[config.mk]
export PLATFORM = sky130hd
export DESIGN_NAME = psp_mem_arbiter
export DESIGN_NICKNAME = d
export VERILOG_FILES = /design/src/rtl/psp_mem_arbiter_pkg.sv /design/src/rtl/psp_mem_arbiter_rr_picker.sv /design/src/rtl/psp_mem_arbiter.sv
export SDC_FILE = /design/constraint.sdc
export NUM_CORES = 1
export LEC_CHECK = 0
export ABC_AREA = 1
export ABC_CLOCK_PERIOD_IN_PS = 1700
export CORE_ASPECT_RATIO = 1.2
export CORE_UTILIZATION = 28
export DETAILED_ROUTE_END_ITERATION = 10
export GPL_ROUTABILITY_DRIVEN = 0
export PLACE_DENSITY = 0.7
export SLEW_MARGIN = 20
export SYNTH_ARGS = -nofsm -noshare
export SYNTH_HDL_FRONTEND = slang
export SYNTH_SLANG_ARGS = --single-unit
[constraint.sdc]
create_clock -name clk -period 1.7 [get_ports clk]
set_input_delay 0.255 -clock clk [delete_from_list [all_inputs] [get_ports clk]]
set_output_delay 0.255 -clock clk [all_outputs]
set_load 0.01 [all_outputs]
[src/rtl/psp_mem_arbiter_pkg.sv]
// Shared types and constants for the memory-port arbiter.
package psp_arb_pkg;

  typedef enum logic [1:0] {
    ARB_IDLE,
    ARB_ISSUE,
    ARB_WAIT_RESP
  } arb_state_t;

  localparam logic [31:0] ARB_TIMEOUT_DATA = 32'hDEADBEEF;

  // Width of a requester index; never narrower than one bit.
  function automatic int unsigned idx_width(input int unsigned n);
    return (n > 1) ? $clog2(n) : 1;
  endfunction

endpackage

[src/rtl/psp_mem_arbiter_rr_picker.sv]
// Combinational round-robin picker: first set request scanning from rr_ptr upward, wrapping.
module psp_rr_picker
  import psp_arb_pkg::*;
#(
  parameter int unsigned NUM_REQ = 2,
  parameter int unsigned IDX_W   = idx_width(NUM_REQ)
) (
  input  logic [NUM_REQ-1:0] req,
  input  logic [IDX_W-1:0]   rr_ptr,
  output logic               any,
  output logic [IDX_W-1:0]   grant_id
);

  always_comb begin
    logic [IDX_W-1:0] idx;
    any      = 1'b0;
    grant_id = '0;
    idx      = '0;
    for (int unsigned k = 0; k < NUM_REQ; k++) begin
      idx = IDX_W'((32'(rr_ptr) + k) % NUM_REQ);
      if (!any && req[idx]) begin
        any      = 1'b1;
        grant_id = idx;
      end
    end
  end

endmodule

[src/rtl/psp_mem_arbiter.sv]
// Round-robin arbiter sharing one memory port among NUM_REQ requesters, one
// outstanding transaction at a time, with response watchdog and sticky error flags.
module psp_mem_arbiter
  import psp_arb_pkg::*;
#(
  parameter int unsigned NUM_REQ = 2,
  parameter int unsigned ADDR_W  = 32,
  parameter int unsigned DATA_W  = 32,
  parameter int unsigned TIMEOUT = 1024
) (
  input  logic                          clk,
  input  logic                          reset,
  input  logic [NUM_REQ-1:0]            req_valid,
  input  logic [NUM_REQ-1:0]            req_we,
  input  logic [NUM_REQ*ADDR_W-1:0]     req_addr,
  input  logic [NUM_REQ*DATA_W-1:0]     req_wdata,
  input  logic [NUM_REQ*DATA_W/8-1:0]   req_wmask,
  output logic [NUM_REQ-1:0]            req_ready,
  output logic [NUM_REQ-1:0]            resp_valid,
  output logic [DATA_W-1:0]             resp_rdata,
  output logic                          resp_err,
  output logic                          mem_valid,
  output logic                          mem_we,
  output logic [ADDR_W-1:0]             mem_addr,
  output logic [DATA_W-1:0]             mem_wdata,
  output logic [DATA_W/8-1:0]           mem_wmask,
  input  logic                          mem_ready,
  input  logic                          mem_rvalid,
  input  logic [DATA_W-1:0]             mem_rdata,
  output logic                          timeout_err,
  output logic                          proto_err
);

  localparam int unsigned IDX_W  = idx_width(NUM_REQ);
  localparam int unsigned MASK_W = DATA_W / 8;
  localparam int unsigned WDOG_W = (TIMEOUT > 1) ? $clog2(TIMEOUT) : 1;
  localparam logic [WDOG_W-1:0] WDOG_LAST = WDOG_W'((TIMEOUT > 0) ? TIMEOUT - 1 : 0);

  arb_state_t        state, state_next;
  logic [IDX_W-1:0]  rr_ptr;
  logic [IDX_W-1:0]  grant_id;
  logic [IDX_W-1:0]  rr_next;
  logic [WDOG_W-1:0] wdog;
  logic              pick_any;
  logic [IDX_W-1:0]  pick_id;
  logic              timeout_hit;

  psp_rr_picker #(
    .NUM_REQ (NUM_REQ),
    .IDX_W   (IDX_W)
  ) u_picker (
    .req      (req_valid),
    .rr_ptr   (rr_ptr),
    .any      (pick_any),
    .grant_id (pick_id)
  );

  assign timeout_hit = (TIMEOUT != 0) && (state == ARB_WAIT_RESP) && (wdog == WDOG_LAST);
  assign rr_next     = (grant_id == IDX_W'(NUM_REQ - 1)) ? '0 : grant_id + 1'b1;

  always_comb begin
    state_next = state;
    req_ready  = '0;
    mem_valid  = 1'b0;
    case (state)
      ARB_IDLE: begin
        if (pick_any) begin
          state_next = ARB_ISSUE;
          req_ready[pick_id] = !reset;
        end
      end
      ARB_ISSUE: begin
        mem_valid = !reset;
        if (mem_ready) state_next = ARB_WAIT_RESP;
      end
      ARB_WAIT_RESP: begin
        if (mem_rvalid || timeout_hit) state_next = ARB_IDLE;
      end
      default: state_next = ARB_IDLE;
    endcase
  end

  always_ff @(posedge clk) begin
    if (reset) begin
      state       <= ARB_IDLE;
      rr_ptr      <= '0;
      grant_id    <= '0;
      wdog        <= '0;
      resp_valid  <= '0;
      resp_rdata  <= '0;
      resp_err    <= 1'b0;
      mem_we      <= 1'b0;
      mem_addr    <= '0;
      mem_wdata   <= '0;
      mem_wmask   <= '0;
      timeout_err <= 1'b0;
      proto_err   <= 1'b0;
    end else begin
      state      <= state_next;
      resp_valid <= '0;
      case (state)
        ARB_IDLE: begin
          if (pick_any) begin
            grant_id  <= pick_id;
            mem_we    <= req_we[pick_id];
            mem_addr  <= req_addr[pick_id*ADDR_W +: ADDR_W];
            mem_wdata <= req_wdata[pick_id*DATA_W +: DATA_W];
            mem_wmask <= req_wmask[pick_id*MASK_W +: MASK_W];
          end
        end
        ARB_ISSUE: begin
          if (mem_ready) wdog <= '0;
        end
        ARB_WAIT_RESP: begin
          wdog <= wdog + 1'b1;
          // A real response wins over a watchdog expiry landing in the same cycle.
          if (mem_rvalid) begin
            resp_rdata           <= mem_we ? '0 : mem_rdata;
            resp_err             <= 1'b0;
            resp_valid[grant_id] <= 1'b1;
            rr_ptr               <= rr_next;
          end else if (timeout_hit) begin
            resp_rdata           <= DATA_W'(ARB_TIMEOUT_DATA);
            resp_err             <= 1'b1;
            resp_valid[grant_id] <= 1'b1;
            timeout_err          <= 1'b1;
            rr_ptr               <= rr_next;
          end
        end
        default: ;
      endcase
      if (mem_rvalid && state != ARB_WAIT_RESP) proto_err <= 1'b1;
    end
  end

endmodule

# ---- Word level (Yosys, flattened, before mapping)
# Index checks and enable logic that the tools add are counted.
dict set report totals {
  ff_bits 120
  latch_bits 0
  mem_bits_rw 0
  mem_bits_ro 0
  inputBits 176
  output_inout_bits 109
  mem_count 0
}
dict set report op_classes {
  add_sub_neg 3
  mul 0
  n_div 0
  n_lt_le_gt_ge 6
  n_eq_ne 7
  shifts 3
  mux 33
  n_bitwise 3
  n_reduce_logical 17
}
# operator count
set op_table {}
lappend op_table {{indexed part select 64 x 7 -> 32 bit} 2}
lappend op_table {{2-to-1 mux 32 bit} 3}
lappend op_table {{case mux 10 bit (2 select lines)} 1}
lappend op_table {{2-to-1 mux 1 bit} 18}
lappend op_table {{2-to-1 mux 2 bit} 7}
lappend op_table {{adder 10 x 1 -> 10 bit (second input constant)} 1}
lappend op_table {{equality test 10 bit (second input constant)} 1}
lappend op_table {{2-to-1 mux 10 bit} 1}
lappend op_table {{< comparator 1 x 2 -> 1 bit (second input constant)} 4}
lappend op_table {{indexed part select 8 x 4 -> 4 bit} 1}
lappend op_table {{inequality test 2 bit (second input constant)} 3}
lappend op_table {{case mux 2 bit (3 select lines)} 1}
lappend op_table {{AND reduction 2 bit} 3}
lappend op_table {{AND reduction 3 bit} 2}
lappend op_table {{logical AND 1 bit} 5}
lappend op_table {{nonzero test 2 bit} 2}
lappend op_table {{adder 1 bit (second input constant)} 2}
lappend op_table {{AND 2 bit} 1}
lappend op_table {{demux 1 bit (select 1 bit)} 2}
lappend op_table {{equality test 2 x 1 -> 1 bit (second input constant)} 1}
lappend op_table {{equality test 2 bit (second input constant)} 1}
lappend op_table {{>= comparator 1 bit (second input constant)} 2}
lappend op_table {{logical NOT 1 bit} 2}
lappend op_table {{logical NOT 2 bit} 1}
lappend op_table {{4 further kinds} 5}

# ---- Depth between registers and ports, before layout
# Gate-level depths: netlist of run 1.
dict set report depth {
  depth_word 13
  ltp_mapped 9
  ltp_nobuf 9
}

# ---- Cells and area by module
# A second synthesis of run 1 with hierarchy kept.
dict set report unflattened {
  cells_unflattened 654
  area_unflattened_um2 5067.4
}
# module instances cells_each area_per_inst_um2 seq_area_each_um2
set by_module_without_submodules {}
lappend by_module_without_submodules {psp_mem_arbiter 1 650 5048.6 2402.3}
lappend by_module_without_submodules {psp_rr_picker 1 4 18.8 0.0}

# ---- Worst setup path before layout of run 1
# OpenSTA, ideal clock, no wires.
dict set report synth_timing {
  path_type {register -> output}
  start {register rr_ptr}
  end {output req_ready[0]}
  arrival_time_ns 1.138
  t_required_ns 1.445
  slack_ns 0.307
  stages_incl_launch_ff 7
  n_path_buf 1
  cell_sequence {dfxtp_1 -> inv_1 -> nand2_1 -> nand2_1 -> clkbuf_1 -> nand2_1 -> nor2_1}
}
dict set report synth_between {
  elab_chain_cells 13
  elab_cells_between_ends 19
  cone_classes {1 x add/sub; 2 x order compare; 12 x mux; 1 x bitwise; 3 x reduce/logical}
}
# element line_no
set synth_rtl {}
lappend synth_rtl {{start: declaration} psp_mem_arbiter.sv:40} ;# logic [IDX_W-1:0] rr_ptr;
lappend synth_rtl {{start signal: assignment} psp_mem_arbiter.sv:121} ;# rr_ptr <= rr_next;
lappend synth_rtl {{start signal: assignment} psp_mem_arbiter.sv:127} ;# rr_ptr <= rr_next;
lappend synth_rtl {{2-to-1 mux 1 bit (not written as such) (2 in series)} psp_mem_arbiter_rr_picker.sv:21} ;# if (!any && req[idx]) begin
lappend synth_rtl {{2-to-1 mux 1 bit} psp_mem_arbiter_rr_picker.sv:21}
lappend synth_rtl {{logical NOT 1 bit} psp_mem_arbiter_rr_picker.sv:21}
lappend synth_rtl {{logical AND 1 bit} psp_mem_arbiter_rr_picker.sv:21}
lappend synth_rtl {{2-to-1 mux 1 bit} psp_mem_arbiter_rr_picker.sv:21}
lappend synth_rtl {{< comparator 1 x 2 -> 1 bit (not written as such) / >= comparator 1 bit (equally long branches)} psp_mem_arbiter.sv:69} ;# req_ready[pick_id] = !reset;
lappend synth_rtl {{logical AND 1 bit (not written as such)} psp_mem_arbiter.sv:69}
lappend synth_rtl {{2-to-1 mux 1 bit (not written as such)} psp_mem_arbiter.sv:69}
lappend synth_rtl {{demux 1 bit (select 1 bit)} psp_mem_arbiter.sv:69}
lappend synth_rtl {{AND 2 bit (no source line)} -}
lappend synth_rtl {{2-to-1 mux 2 bit *} psp_mem_arbiter.sv:67} ;# if (pick_any) begin
lappend synth_rtl {{2-to-1 mux 2 bit *} psp_mem_arbiter.sv:65} ;# case (state)
lappend synth_rtl {{end: declaration} psp_mem_arbiter.sv:18} ;# output logic [NUM_REQ-1:0] req_ready,
# Mark *: on every way between the ends. The rest lies on a longest branch, timed or not. The select of a mux whose other input is x is not followed.

# ---- Worst setup path after layout of run 1
dict set report layout_timing {
  start {register mem_addr[5]}
  end {output mem_addr[5]}
}
# element line_no
set layout_lines {}
lappend layout_lines {{start: declaration} psp_mem_arbiter.sv:24} ;# output logic [ADDR_W-1:0] mem_addr,
lappend layout_lines {{start signal: assignment} psp_mem_arbiter.sv:106} ;# mem_addr <= req_addr[pick_id*ADDR_W +: ADDR_W];
# No word-level cell between the ends.

==> impl_metrics.tcl, run 1 <==
set metrics [dict create \
    status "finished clean" \
    hold_start "resp_err" \
    viasPerCell 4.58 \
    rsz0062_at_grt "no" \
    place_worst_setup_slack_ns -0.260 \
    ios 285 \
    cp.arrival_ns 1.37 \
    clockBufferDepth 2 \
    regToRegStartpoint "wdog[0]" \
    grt_pass1_vias 6067 \
    grt_pass1_wl_mm 30.7 \
    fin_skew_ns 0.0105 \
    grt_max_degree 65 \
    r2r-end "resp_rdata[14]" \
    worst_pin_slew_ns 0.497 \
    antenna_found_initial 1 \
    setup.worst_path.class "reg -> out" \
    core_um2 22400 \
    ys_types 24 \
    required_ns 1.44 \
    cts_tree "done" \
    synthTopCellsByArea "dfxtp_1 (38%), o211ai_2 (14%), nand3_1 (8.8%)" \
    syn_to_final_growth_pct 57.5 \
    maxCapViolations 0 \
    detail_route.wl_per_cell_um 14.0 \
    fmax_ghz 0.614 \
    hold_class "reg -> reg" \
    fin_crit_sh 0.958 \
    switchingPower_mw 2.49 \
    dr.pass1.iters 5 \
    cts_sinks 120 \
    slew_headroom 0.668 \
    clockPowerShare 0.395 \
    port-buffer-count 284 \
    setup_viol 0 \
    crit_slowest_cell "clkdlybuf4s50_1" \
    vdd.ir_drop.worst_mv 0.659 \
    row_count 60 \
    instances_no_fill 1372 \
    slowest_delay_ns 0.58 \
    worst_skew_pair.late_latency_ns 0.41 \
    syn-num-nets 991 \
    start_util 0.285 \
    crit_fanout 2 \
    rr_worst_depth 7 \
    drive_gt1_frac 0.166 \
    drv_slew 0 \
    synth_cells 814 \
    syn_area_per_cell_um2 7.83 \
    grt_overflow 0 \
    totalWireLength_mm 19.2 \
    hold_viol_final 0 \
    min_path_cells 2 \
    drt_iter0_markers 214 \
    post-route-worst-setup-slack_ns 0.0707 \
    worstPathCellList "clkdlybuf4s50_1" \
    synth_top_area_share 0.377 \
    grt_usage 0.166 \
    cp.depth 1 \
    remaining_drc_errors 0 \
    numCtsBuffers 17 \
    crit_family "buffers and inverters" \
    post-cts-setup-buffer-count 0 \
    r2r_setup_slack_ns 0.14 \
    internal_power_mw 6.33 \
    power.density_nw_per_um2 878 \
    n_antenna_cell 0 \
    fin_util 0.449 \
    dp_hpwl_mm 13.9 \
    nets 1258 \
    p_leak_nw 4.65 \
    swShare 0.282 \
    die_w_um 140 \
    die_y_um 167 \
    cts_max_level 4 \
    hold_end "resp_err" \
    fp.dieArea_um2 23400 \
    power_frac_comb 0.241 \
    ys_seq_area_frac 0.377 \
    cts-root-buf "clkbuf_16" \
    period_needed_ns 1.63 \
    cts-hold-fix-buffers 0 \
    synth_top_cell_by_area "dfxtp_1" \
    ys_ff_latch 120 \
    path_clk_slew_ns 0.06 \
    nFillCells 2255 \
    syn_area_um2 6380 \
    critPathBufInv 1 \
    critPathCaptureType "output pin" \
    yosys_warnings 0 \
    placedCellCount 1341 \
    startpoint_type "register" \
    antenna_left 0 \
    num_vias 6278 \
    pwr-share-seq 0.364 \
]
layout make-up:
class	count	area (um2)	area share
Sequential cell	120	2400	0.239
Tap cell	279	349	0.0347
Multi-Input combinational cell	504	3110	0.310
Clock buffer	19	433	0.0431
Timing Repair Buffer	311	3140	0.312
Clock inverter	12	130	0.0130
Inverter	127	484	0.0482
flip-flops by register name, summed over array words and instances (netlist names):
name and count:
mem_addr 32, mem_wdata 32, resp_rdata 32, wdog 10, mem_wmask 4, resp_valid 2, state 2, grant_id 1
mem_we 1, proto_err 1, resp_err 1, rr_ptr 1, timeout_err 1
power groups by stage:
stage                     logic, mW  clock network [mW]  registers (mW)
after global placement         2.15                   0            3.26
after detailed placement       2.15                   0            3.27
after global routing           2.32                3.72            3.24
after floorplan               0.967                   0            3.35
after CTS                      2.16                3.59            3.21
final                          2.13                3.48            3.21
per-layer routing:
layer / track usage / share of wire / wire length, um / up-vias
met1: 0.188 / 0.42 / 8010 / 2821
met3: 0.0518 / 0.086 / 1660 / 19
met2: 0.290 / 0.48 / 9200 / 238
li1: - / - / - / 3200
met5: 0 / 0 / 0 / -
met4: 0.0645 / 0.018 / 349 / 0
placed cells by master (no fill, tap or decap):
| cell | netlist | final |
|---|---|---|
| inv_2 | 4 | 2 |
| o21ai_0 | 8 | 8 |
| buf_6 | 17 | 1 |
| clkinv_2 | 0 | 3 |
| nor2_1 | 49 | 48 |
| nor2_2 | 3 | 4 |
| nand2_2 | 1 | 4 |
| nand4_4 | 1 | 1 |
| clkinv_4 | 0 | 2 |
| nand3b_1 | 25 | 25 |
| a21oi_1 | 47 | 47 |
| bufinv_16 | 0 | 2 |
| clkbuf_2 | 0 | 1 |
| nand4_1 | 2 | 2 |
| o22ai_1 | 1 | 1 |
| nand2_1 | 141 | 138 |
| dfxtp_1 | 120 | 119 |
| clkbuf_16 | 0 | 17 |
| ha_1 | 1 | 1 |
| clkbuf_1 | 27 | 2 |
| inv_1 | 123 | 123 |
| buf_2 | 15 | 1 |
| buf_4 | 4 | 18 |
| nand3_2 | 40 | 40 |
| or2_1 | 1 | 1 |
| inv_6 | 0 | 1 |
| nand3_1 | 112 | 112 |
| inv_4 | 0 | 1 |
| buf_12 | 0 | 8 |
| clkdlybuf4s50_1 | 0 | 279 |
| o211ai_2 | 69 | 69 |
| nor3_1 | 2 | 2 |
| dfxtp_2 | 0 | 1 |
| dlygate4sd2_1 | 0 | 2 |
| a31oi_1 | 1 | 1 |
| clkdlybuf4s15_1 | 0 | 1 |
| clkinvlp_4 | 0 | 5 |
how the worst max path moves through the flow:
stage                               to    startpoint  slack (ns)
after floorplan           req_ready[0]        rr_ptr        0.31
after global placement    mem_addr[10]  req_valid[0]       -0.22
after detailed placement  mem_addr[21]  req_valid[0]       -0.26
after CTS                  mem_addr[5]   mem_addr[5]        0.02
after global routing       mem_addr[5]   mem_addr[5]       0.001
final                      mem_addr[5]   mem_addr[5]        0.07
kinds of logic (layout without fill, tap and decap cells):
kind of cell | count (synthesis) | after routing | synth area share
flip-flops | 120 | 120 | 0.377
AND/OR/NAND/NOR | 377 | 377 | 0.304
adder cells (fa/ha/maj) | 1 | 1 | 0.00196
buffers and inverters | 190 | 469 | 0.137
AO/OA/AOI/OAI | 126 | 126 | 0.181
Yosys cell counts (all sizes together):
cell type and instances:
nand4 3, a21oi 47, ha 1, nor3 2
a31oi 1, o22ai 1, dfxtp 120, o211ai 69
buf 36, o21ai 8, nand3 152, inv 127
nand2 142, clkbuf 27, nor2 52, or2 1
nand3b 25
metrics by stage:
step | setup TNS, ns | area [um2] | hold slack [ns] | power, mW
2_1_floorplan | 0 | 6380 | 0.400 | 4.32
3_3_place_gp | -8.50 | 9480 | 0.437 | 5.41
3_5_place_dp | -10.76 | 9480 | 0.451 | 5.42
4_1_cts | 0 | 10000 | 0.459 | 8.96
5_1_grt | 0 | 10000 | 0.480 | 9.27
6_report | 0 | 10000 | 0.463 | 8.82
worst min-delay path, stage by stage (launching register included):
cell	delay, ns
dfxtp_1	0.32
inv_1	0.05
a21oi_1	0.05
what timing repair did:
| action | 4_1_cts | 5_1_grt |
|---|---|---|
| pin swaps | 0 | 1 |
| gates resized for setup | 6 | 4 |
| setup endpoints to repair | 5 | 5 |
Power figures use the tool's default switching activity.
==> inputs of run 2 (changes only) <==
Settings changed: PLACE_DENSITY 0.7 to unset, PLACE_DENSITY_LB_ADDON set to 0.15, RECOVER_POWER set to 100.
==> run 2 against run 1 <==
Net effect: first-iteration DRC count shrank 9.8%; sequential share of layout area grew 0.34 points; hold slack lost 0.020 ns; critical path depth is the same; register-to-register slack is essentially flat; cell area shrank 1.4%; worst setup slack is essentially flat; total power grew 3.7%; count of clock-buffer cells in the layout grew 2.
==> impl_metrics.tcl, run 2 (synthesized netlist as in run 1, its figures left out) <==
set metrics [dict create \
    crit_slowest_cell "dlygate4sd3_1" \
    final_common_cell "clkdlybuf4s50_1" \
    worst_skew_pair.late_latency_ns 0.41 \
    post-cts-setup-buffer-count 0 \
    cts_sinks 120 \
    drv_slew 0 \
    cp.arrival_ns 1.37 \
    required_ns 1.44 \
    detail_route.wl_per_cell_um 14.8 \
    die_w_um 140 \
    worstPathCellList "dlygate4sd3_1" \
    critPathBufInv 1 \
    mostFrequentLayoutCells "clkdlybuf4s50_1 (220), nand3_1 (140), nand2_1 (138), inv_1 (123), dfxtp_1 (119)" \
    hold_viol_final 0 \
    fmax_ghz 0.614 \
    drive_gt1_frac 0.126 \
    dr.pass1.iters 4 \
    remaining_drc_errors 0 \
    cts_tree "done" \
    start_util 0.285 \
    fin_crit_sh 0.958 \
    slowest_delay_ns 0.65 \
    cts-root-buf "clkbuf_16" \
    finalSetupTns_ns 0 \
    syn_to_final_growth_pct 55.3 \
    cts_max_level 4 \
    worst_pin_slew_ns 0.625 \
    nets 1267 \
    antenna_found_initial 0 \
    fin_hold_ws_ns 0.443 \
    vdd.ir_drop.worst_mv 0.617 \
    rsz0062_at_grt "no" \
    row_count 60 \
    clockBufferDepth 2 \
    viasPerCell 4.53 \
    crit_fanout 2 \
    crit_family "buffers and inverters" \
    fin_util 0.443 \
    drt_iter0_markers 193 \
    critPathCaptureType "output pin" \
    ios 285 \
    port-buffer-count 284 \
    fp.dieArea_um2 23400 \
    maxCapViolations 0 \
    status "finished clean" \
    numCtsBuffers 17 \
    path_clk_slew_ns 0.06 \
    grt_pass1_wl_mm 32.6 \
    cts-hold-fix-buffers 0 \
    setup.worst_path.class "reg -> out" \
    setup_viol 0 \
    slew_headroom 0.583 \
    dp_hpwl_mm 14.6 \
    core_um2 22400 \
    num_vias 6254 \
    grt_pass1_vias 6087 \
    startpoint_type "register" \
    p_leak_nw 4.77 \
    n_antenna_cell 0 \
    die_y_um 167 \
    power.density_nw_per_um2 923 \
    fin_skew_ns 0.00951 \
    totalWireLength_mm 20.5 \
    grt_overflow 0 \
    period_needed_ns 1.63 \
    grt_max_degree 70 \
    antenna_left 0 \
    hold_class "reg -> reg" \
    grt_usage 0.178 \
    top_regs "mem_addr (32), mem_wdata (32), resp_rdata (32)" \
]
-- run 2: changes by cell type in the layout (fill, tap and decap cells not counted), moves of 3 or more --
cell	change
clkbuf_4	+3
clkbuf_8	+3
clkdlybuf4s50_1	-59
dlygate4sd3_1	+57
nand3_1	+28
nand3_2	-28
o211ai_1	+26
o211ai_2	-26
-- run 2: what timing repair did --
action / in CTS / in global routing
endpoints found under the setup margin: 4 / 4
pin swaps: 1 / 2
resized for setup: 11 / 7
-- run 2: metrics by stage --
step           std cells  setup WS, ns  total power [mW]  instance area [um2]
3_5_place_dp        1350        -0.357              5.48                 9600
3_3_place_gp        1350        -0.364              5.48                 9600
2_1_floorplan        814         0.307              4.32                 6380
6_report            1382        0.0712              9.15                 9910
5_1_grt             1382        0.0101              9.63                 9910
4_1_cts             1382      0.000254              9.49                10300
-- run 2: final cells by class --
type	count	area, um2
clock inverter	11	170
sequential	120	2400
timing repair buffer	320	3180
multi-input combinational	504	2850
inverter	127	484
clock buffer	21	470
tap	279	349
fill	2319	12500
-- run 2: worst paths after layout --
kind	end	slack [ns]	cells after the start	startpoint
setup / recovery	resp_rdata[4]	0.07	1	resp_rdata[4]
hold / removal	timeout_err	0.44	2	timeout_err
setup reg to reg	mem_wdata[22]	0.14	8	rr_ptr
hold reg to reg	timeout_err	0.44	2	timeout_err
-- run 2: per-layer routing --
| layer | share of wire | GRT usage |
|---|---|---|
| met1 | 0.42 | 0.205 |
| met4 | 0.013 | 0.0521 |
| met5 | 0 | 0 |
| met3 | 0.085 | 0.0718 |
| met2 | 0.49 | 0.301 |
-- run 2: power by group --
group,leakage (nW),switching (mW),total (mW),internal (mW)
Clock,0.305,1.35,3.93,2.57
Sequential,0.987,0.140,3.19,3.05
Combinational,3.48,0.951,2.03,1.08
